`src/rtl/tft_draw_scheduler.sv`:
```
// tft_draw_scheduler: shares the TFT byte link between init and two round-robin drawing clients
module tft_draw_scheduler #(
  parameter logic [7:0] CMD_CASET = 8'h2A,
  parameter logic [7:0] CMD_PASET = 8'h2B,
  parameter logic [7:0] CMD_RAMWR = 8'h2C
) (
  input  logic        clk,
  input  logic        rst,
  input  logic        init_done,
  input  logic [7:0]  init_data,
  input  logic        init_dc,
  input  logic        init_transmit,
  input  logic        tft_busy,
  input  logic [1:0]  req,
  input  logic [17:0] win_x0,
  input  logic [17:0] win_x1,
  input  logic [17:0] win_y0,
  input  logic [17:0] win_y1,
  input  logic [15:0] cli_data,
  input  logic [1:0]  cli_transmit,
  output logic [1:0]  grant,
  output logic [7:0]  tft_data,
  output logic        tft_dc,
  output logic        tft_transmit,
  output logic        busy
);
  typedef enum logic [2:0] {WAIT_INIT, IDLE, ARB, CMD, DRAIN, GRANT, RELEASE} state_t;
  state_t state, state_nx;
  logic       last;
  logic [8:0] x0, x1, y0, y1;
  logic [3:0] seq;
  logic [7:0] data_r, cmd_byte, cli_byte;
  logic       dc_r, tx_r, cmd_dc, win, launch;
  assign win      = &req ? ~last : req[1];
  assign launch   = state == CMD && !tft_busy && !tx_r;
  assign cli_byte = last ? cli_data[15:8] : cli_data[7:0];
  assign busy     = state != IDLE;
  // window command byte selected by the sequence position
  always_comb begin
    cmd_byte = CMD_RAMWR;
    case (seq)
      4'd0: cmd_byte = CMD_CASET;
      4'd1: cmd_byte = {7'b0, x0[8]};
      4'd2: cmd_byte = x0[7:0];
      4'd3: cmd_byte = {7'b0, x1[8]};
      4'd4: cmd_byte = x1[7:0];
      4'd5: cmd_byte = CMD_PASET;
      4'd6: cmd_byte = {7'b0, y0[8]};
      4'd7: cmd_byte = y0[7:0];
      4'd8: cmd_byte = {7'b0, y1[8]};
      4'd9: cmd_byte = y1[7:0];
      default: cmd_byte = CMD_RAMWR;
    endcase
    cmd_dc = !(seq == 4'd0 || seq == 4'd5 || seq == 4'd10);
  end
  // state register
  always_ff @(posedge clk) state <= rst ? WAIT_INIT : state_nx;
  // next-state logic; leaving WAIT_INIT makes init_done sticky
  always_comb begin
    state_nx = state;
    case (state)
      WAIT_INIT: state_nx = init_done ? IDLE : WAIT_INIT;
      IDLE:      state_nx = |req ? ARB : IDLE;
      ARB:       state_nx = CMD;
      CMD:       state_nx = launch && seq == 4'd10 ? DRAIN : CMD;
      DRAIN:     state_nx = !tft_busy && !tx_r ? GRANT : DRAIN;
      GRANT:     state_nx = !req[last] ? RELEASE : GRANT;
      RELEASE:   state_nx = !tft_busy ? IDLE : RELEASE;
      default:   state_nx = WAIT_INIT;
    endcase
  end
  // arbitration, window latch, command launch and grant registers
  always_ff @(posedge clk) begin
    if (rst) begin
      last   <= 1'b1;
      seq    <= '0;
      data_r <= '0;
      dc_r   <= 1'b1;
      tx_r   <= 1'b0;
      grant  <= '0;
      x0     <= '0;
      x1     <= '0;
      y0     <= '0;
      y1     <= '0;
    end else begin
      tx_r <= launch;
      if (launch) begin
        data_r <= cmd_byte;
        dc_r   <= cmd_dc;
        seq    <= seq + 4'd1;
      end
      if (state == ARB) begin
        last <= win;
        seq  <= '0;
        x0   <= win ? win_x0[17:9] : win_x0[8:0];
        x1   <= win ? win_x1[17:9] : win_x1[8:0];
        y0   <= win ? win_y0[17:9] : win_y0[8:0];
        y1   <= win ? win_y1[17:9] : win_y1[8:0];
      end
      if (state == WAIT_INIT && init_transmit) data_r <= init_data;
      if (state == GRANT && cli_transmit[last]) data_r <= cli_byte;
      if (state == DRAIN && state_nx == GRANT) grant <= last ? 2'b10 : 2'b01;
      if (state == GRANT && !req[last]) grant <= '0;
    end
  end
  // output mux: init and granted client pass through, otherwise the command registers
  always_comb begin
    tft_data     = state == WAIT_INIT ? init_data : state == GRANT ? cli_byte : data_r;
    tft_dc       = state == WAIT_INIT ? init_dc : (state == CMD || state == DRAIN) ? dc_r : 1'b1;
    tft_transmit = state == WAIT_INIT ? init_transmit : state == GRANT ? cli_transmit[last] : tx_r;
  end
endmodule

```
`config.mk`:
```
export PLATFORM = sky130hd
export DESIGN_NAME = tft_draw_scheduler
export DESIGN_NICKNAME = d
export VERILOG_FILES = /design/src/rtl/tft_draw_scheduler.sv
export SDC_FILE = /design/constraint.sdc
export NUM_CORES = 1
export LEC_CHECK = 0
export ABC_CLOCK_PERIOD_IN_PS = 2000
export CORE_AREA = 3 3 90 92
export CTS_CLUSTER_SIZE = 20
export DETAILED_ROUTE_END_ITERATION = 10
export DIE_AREA = 0 0 93 95
export PLACE_DENSITY = 0.81
export SYNTH_ARGS = -nofsm -noshare
export SYNTH_HDL_FRONTEND = slang
export SYNTH_SLANG_ARGS = --single-unit
export TNS_END_PERCENT = 100
```
`constraint.sdc`:
```
create_clock -name clk -period 2 [get_ports clk]
set_input_delay 0.2 -clock clk [delete_from_list [all_inputs] [get_ports clk]]
set_output_delay 0.2 -clock clk [all_outputs]
set_load 0.01 [all_outputs]
```
# Word-level counts from Yosys, hierarchy flattened
# Index checks and enable logic that the tools add are counted.
[classes]
add_sub_neg = 1
multipliers = 0
div = 0
magnitude_cmp = 1
eq_ne = 18
shifts = 0
muxes = 28
bitwise = 1
reduce_logical = 22
[ops]
columns = ["cell", "count"]
rows = [
  ["one-hot mux 8 bit (10 select lines)", 1],
  ["2-to-1 mux 8 bit", 6],
  ["2-to-1 mux 9 bit", 4],
  ["one-hot mux 3 bit (7 select lines)", 1],
  ["equality test 4 x 3 -> 1 bit, second input constant", 4],
  ["equality test 3 bit, second input constant", 4],
  ["equality test 4 bit, second input constant", 3],
  ["2-to-1 mux 1 bit", 11],
  ["equality test 4 x 2 -> 1 bit, second input constant", 2],
  ["logical AND 1 bit", 8],
  ["equality test 3 x 2 -> 1 bit, second input constant", 2],
  ["2-to-1 mux 2 bit", 3],
  ["2-to-1 mux 3 bit", 2],
  ["OR reduction 2 bit", 3],
  ["adder 4 x 1 -> 4 bit, second input constant", 1],
  ["equality test 4 x 1 -> 1 bit, second input constant", 1],
  ["logical NOT 1 bit", 4],
  ["logical NOT 4 bit", 1],
  ["equality test 3 x 1 -> 1 bit, second input constant", 1],
  ["logical NOT 3 bit", 1],
  ["logical OR 1 bit", 3],
  ["inequality test 3 x 1 -> 1 bit, second input constant", 1],
  ["nonzero test 3 bit", 1],
  ["less-than comparator 1 x 2 -> 1 bit, second input constant", 1],
  ["other kinds (2)", 2],
]
[totals]
regBits = 56
latchBits = 0
ram_bits = 0
rom_bits = 0
inputBits = 106
output_inout_bits = 13
mem_count = 0

# Longest topological paths before layout
# Gate-level depths: netlist of the first run.
[depth]
ltp_word = 8
depth_mapped = 8

# Worst setup path before layout of the first run
# No wires, ideal clock.
[synth_timing]
path_type = "reg-to-reg"
start = "register seq[1]"
end = "register data_r[4]"
setup_ps = 126
arrival_ps = 1665
t_required_ps = 1874
slack_ps = 209
stages_incl_launch_ff = 9
path_buffers = 1
synth_period_minus_slack_ps = 1791
cell_sequence = "dfxtp_1 > inv_1 > ha_1 > clkbuf_1 > nor4_1 > o22ai_1 > and2_4 > a221oi_1 > o32ai_1"
[synth_between]
elab_chain_len = 5
elab_cells_between_ends = 14
classes_between = "eq/ne (9); mux (4); reduce/logical (1)"
[synth_lines]
columns = ["element", "line", "rtl"]
rows = [
  ["start: declaration", "31", "logic [3:0] seq;"],
  ["start signal: assignment", "90", "seq <= seq + 4'd1;"],
  ["equality test 4 bit (tied with other cells)", "41", "case (seq)"],
  ["one-hot mux 8 bit (10 select lines) (*)", "41", ""],
  ["2-to-1 mux 8 bit (*)", "87", "if (launch) begin"],
  ["2-to-1 mux 8 bit (*)", "100", "if (state == WAIT_INIT && init_transmit) data_r <= init_data;"],
  ["2-to-1 mux 8 bit (*)", "101", "if (state == GRANT && cli_transmit[last]) data_r <= cli_byte;"],
  ["end signal: assignment", "88", "data_r <= cmd_byte;"],
  ["end signal: assignment", "100", ""],
  ["end signal: assignment", "101", ""],
  ["end: declaration", "32", "logic [7:0] data_r, cmd_byte, cli_byte;"],
]
# Mark *: on every way between the ends. The rest lies on a longest branch, timed or not. The select of a mux whose other input is x is not followed.
# A chain may end at the register's enable or synchronous reset.

# Worst setup path after layout of the first run
[layout_timing]
start = "register state[2]"
end = "output port tft_data[7]"
[layout_between]
elab_chain_len = 3
elab_cells_between_ends = 4
classes_between = "eq/ne (1); mux (2); reduce/logical (1)"
[layout_lines]
columns = ["element", "line", "rtl"]
rows = [
  ["start: declaration", "28", "state_t state, state_nx;"],
  ["start signal: assignment", "57", "always_ff @(posedge clk) state <= rst ? WAIT_INIT : state_nx;"],
  ["equality test 3 bit", "108", "tft_data = state == WAIT_INIT ? init_data : state == GRANT ? cli_byte : data_r;"],
  ["2-to-1 mux 8 bit", "108", ""],
  ["2-to-1 mux 8 bit (*)", "108", ""],
  ["end: declaration", "22", "output logic [7:0] tft_data,"],
]
# Mark *: on every way between the ends. The rest lies on a longest branch, timed or not.

==> results.tsv, run 1 <==
stage	metric	value	unit
pwr	netSwitchingFraction	0.288	
die	die_w	93	um
clock_tree	numCtsBuffers	5	
pwr	clockPowerShare	0.227	
sta	clock_skew	0.00875	ns
final_layout	syn_to_final_growth	45.0	%
global_routing	grt_first_pass_wirelength	16200	um
sta	rsz0062_at_grt	true	
yosys	syn-instance-count	423	
sta	fin_crit_sh	0.962	
die	die_h	95	um
global_routing	overflow	0	
yosys	syn_area	3390	sq um
pwr	peakVddDrop	307	uV
global_routing	grt_pass1_vias	3474	
die	std_cell_rows	31	
yosys	yosysSeqAreaShare	0.331	
sta	slew_violations	0	
yosys	ys_ff_latch	56	
worst_hold_path	hold_path.class	reg -> reg	
yosys	syn_area_per_cell	8.02	sq um
yosys	synth-edff-count	0	
global_routing	grt.total_usage	0.226	
critical_path	end_kind	primary output	
clock_tree	cts.clk_slew.worst_paths	0.09	ns
route	totalWireLength	9870	um
route	drc	0	
clock_tree	clkLatencyLatePin	0.31	ns
clock_tree	ctsRootBufferMaster	clkbuf_8	
global_routing	grt_max_degree	38	
critical_path	crit_required	1.80	ns
global_routing	antenna_found_initial	0	
placed_design	numPortBuffers	118	
placed_design	dp_slack	-0.0247	ns
yosys	synth_top_flop_cell	dfxtp_1	
pwr	power_per_cell_area	562	nW/um^2
route	num_vias	3538	
yosys	synthArstFlopShare	0	
run_status	outcome	finished, final reports clean	
flow_run	maxCapViolations	0	
critical_path	start_kind	register	
die	core_area	7290	sq um
die	die_area	8840	sq um
clock_tree	clkSinkCount	56	
final_layout	num-fill-cells	615	
critical_path	crit_fanout	7	
critical_path	critPathKind	reg -> out	
route	ant_nets	0	
route	wire_per_inst	15.4	um
yosys	yosysUniqueCellTypes	55	
sta	max_slew_margin	0.634	
sta	finalWorstSetupSlack	0.0762	ns
final_layout	fin_nets	652	
sta	finalSetupViolCount	0	
clock_tree	h-tree-depth	2	
final_layout	antennaDiodeCount	0	
clock_tree	hold_buffers	0	
sta	hold_viol	0	
die	start_util	0.465	
route	first_pass_iters	4	
placed_design	gp_congestion	0.885	
sta	max_freq	520	MHz
die	io_pins	119	
final_layout	drive_above_1_share	0.107	
yosys	synth_nets	533	
pwr	p_sw	0.797	mW
final_layout	stdcell_count	642	
sta	worst_slew_pin_slew	0.548	ns
pwr	combPwrFrac	0.322	
critical_path	crit_arrival	1.72	ns
clock_tree	cts_tree	built	
pwr	p_leak	1.88	nW
pwr	seqPwrFrac	0.451	
route	drtIter0Drc	173	
pwr	internal_power	1.97	mW
yosys	ys_warn_count	0	
route	vias_per_cell	5.51	
placed_design	hpwl	7670	um
placed_design	dp.cells	631	
sta	finalCriticalPeriod	1.92	ns
clock_tree	clockBufferDepth	2	
worst max-delay path, cell delays in order (launching register included):
cell           delay (ns)
dfxtp_2              0.35
or3_4                0.42
buf_6                0.15
o22ai_1              0.15
a21oi_1              0.06
dlygate4sd2_1        0.28
layout make-up:
class                           count  area [sq um]  share of cell area
Inverter                            6          22.5             0.00458
Timing Repair Buffer              143          1410               0.286
Sequential cell                    56          1130               0.231
Multi-Input combinational cell    330          2140               0.435
Tap cell                           99           124              0.0252
Clock buffer                        8          90.1              0.0183
metrics by stage:
step	hold slack [ns]	power [mW]	area, sq um	setup TNS (ns)	util
after global routing	0.488	2.90	4920	-0.0415	0.674
after detailed placement	0.447	2.15	4750	-0.0247	0.652
after global placement	0.435	2.13	4750	0	0.652
after floorplan	0.356	1.71	3390	0	-
final	0.464	2.76	4920	0	0.674
after CTS	0.467	2.75	4860	0	0.667
worst paths after layout:
path	endpoint	slack, ns	from	depth (start not counted)
max	tft_data[7]	0.08	state[2]	5
min	y0[7]	0.46	y0[7]	2
max reg2reg	data_r[4]	0.09	seq[0]	7
min reg2reg	y0[7]	0.46	y0[7]	2
power by group through the flow:
stage	clock network, mW	logic [mW]	registers (mW)
after detailed placement	0	0.883	1.27
after global routing	0.673	0.970	1.26
after floorplan	0	0.465	1.24
final	0.627	0.890	1.25
after CTS	0.636	0.871	1.24
after global placement	0	0.863	1.26
placed cells by master, fill, tap and decap left out, drive strengths merged, types with 3 or more instances in the layout:
master         instances
a211oi                 3
a21o                   4
a21oi                 31
a221oi                 4
a22o                   4
a31oi                  8
and3b                  3
buf                   25
clkbuf                 8
clkdlybuf4s15          5
clkdlybuf4s50        108
dfxtp                 56
dlygate4sd2            4
ha                     4
inv                    5
mux2i                 48
nand2                 63
nand2b                 3
nand3                  9
nand3b                13
nor2                  27
nor2b                  9
o21ai                 51
o221ai                 3
o22ai                  9
o32ai                  3
flip-flops by register name, summed over array words and instances, names as in the netlist:
| register | flops |
|---|---|
| dc_r | 1 |
| seq | 4 |
| y1 | 9 |
| tx_r | 1 |
| state | 3 |
| y0 | 9 |
| last | 1 |
| x1 | 9 |
| data_r | 8 |
| grant | 2 |
| x0 | 9 |
cells in the mapped netlist (3+ instances only):
master,instances,share of area
a21o_1,4,0.0089
a21oi_1,28,0.041
a221oi_1,4,0.010
a22o_1,4,0.010
a31oi_1,8,0.015
and3b_1,3,0.0078
buf_2,8,0.012
buf_6,4,0.013
clkbuf_1,19,0.021
dfxtp_1,56,0.33
ha_1,4,0.015
inv_1,5,0.0055
mux2i_1,48,0.14
nand2_1,63,0.070
nand2b_1,3,0.0055
nand3_1,9,0.013
nand3b_1,13,0.029
nor2_1,26,0.029
nor2b_1,9,0.017
o21ai_0,51,0.075
o22ai_1,9,0.017
o32ai_1,3,0.0078
cell families after synthesis:
logic type                 share of synthesized area
DFF                                            0.331
adders and majority gates                     0.0148
xor gates and xnor gates                     0.00775
muxes                                          0.145
and+or+nand+nor                                0.203
buffers and inverters                         0.0528
AOI/OAI and AO/OA                              0.246
layer usage:
metal,wire (um),vias to the layer above,part of all wire,global-route usage
met5,0,-,0,0
met4,183,0,0.019,0.0647
met3,772,20,0.078,0.0661
met2,4820,133,0.49,0.401
met1,4100,1618,0.42,0.263
li1,-,1767,-,-
repair_timing:
action / 4_1_cts / 5_1_grt
endpoints found under the setup margin: 12 / 15
gates resized for setup: 18 / 14
pin swaps: 1 / 2
endpoints found under the hold margin: 0 / 0
setup buffers: 2 / 1
Power figures use the tool's default switching activity.
==> run 2: changes to the inputs <==
- CTS_CLUSTER_SIZE: 20 -> 28
==> results of run 2 <==
No change in the layout: final DEF, timing and power equal those of run 1.
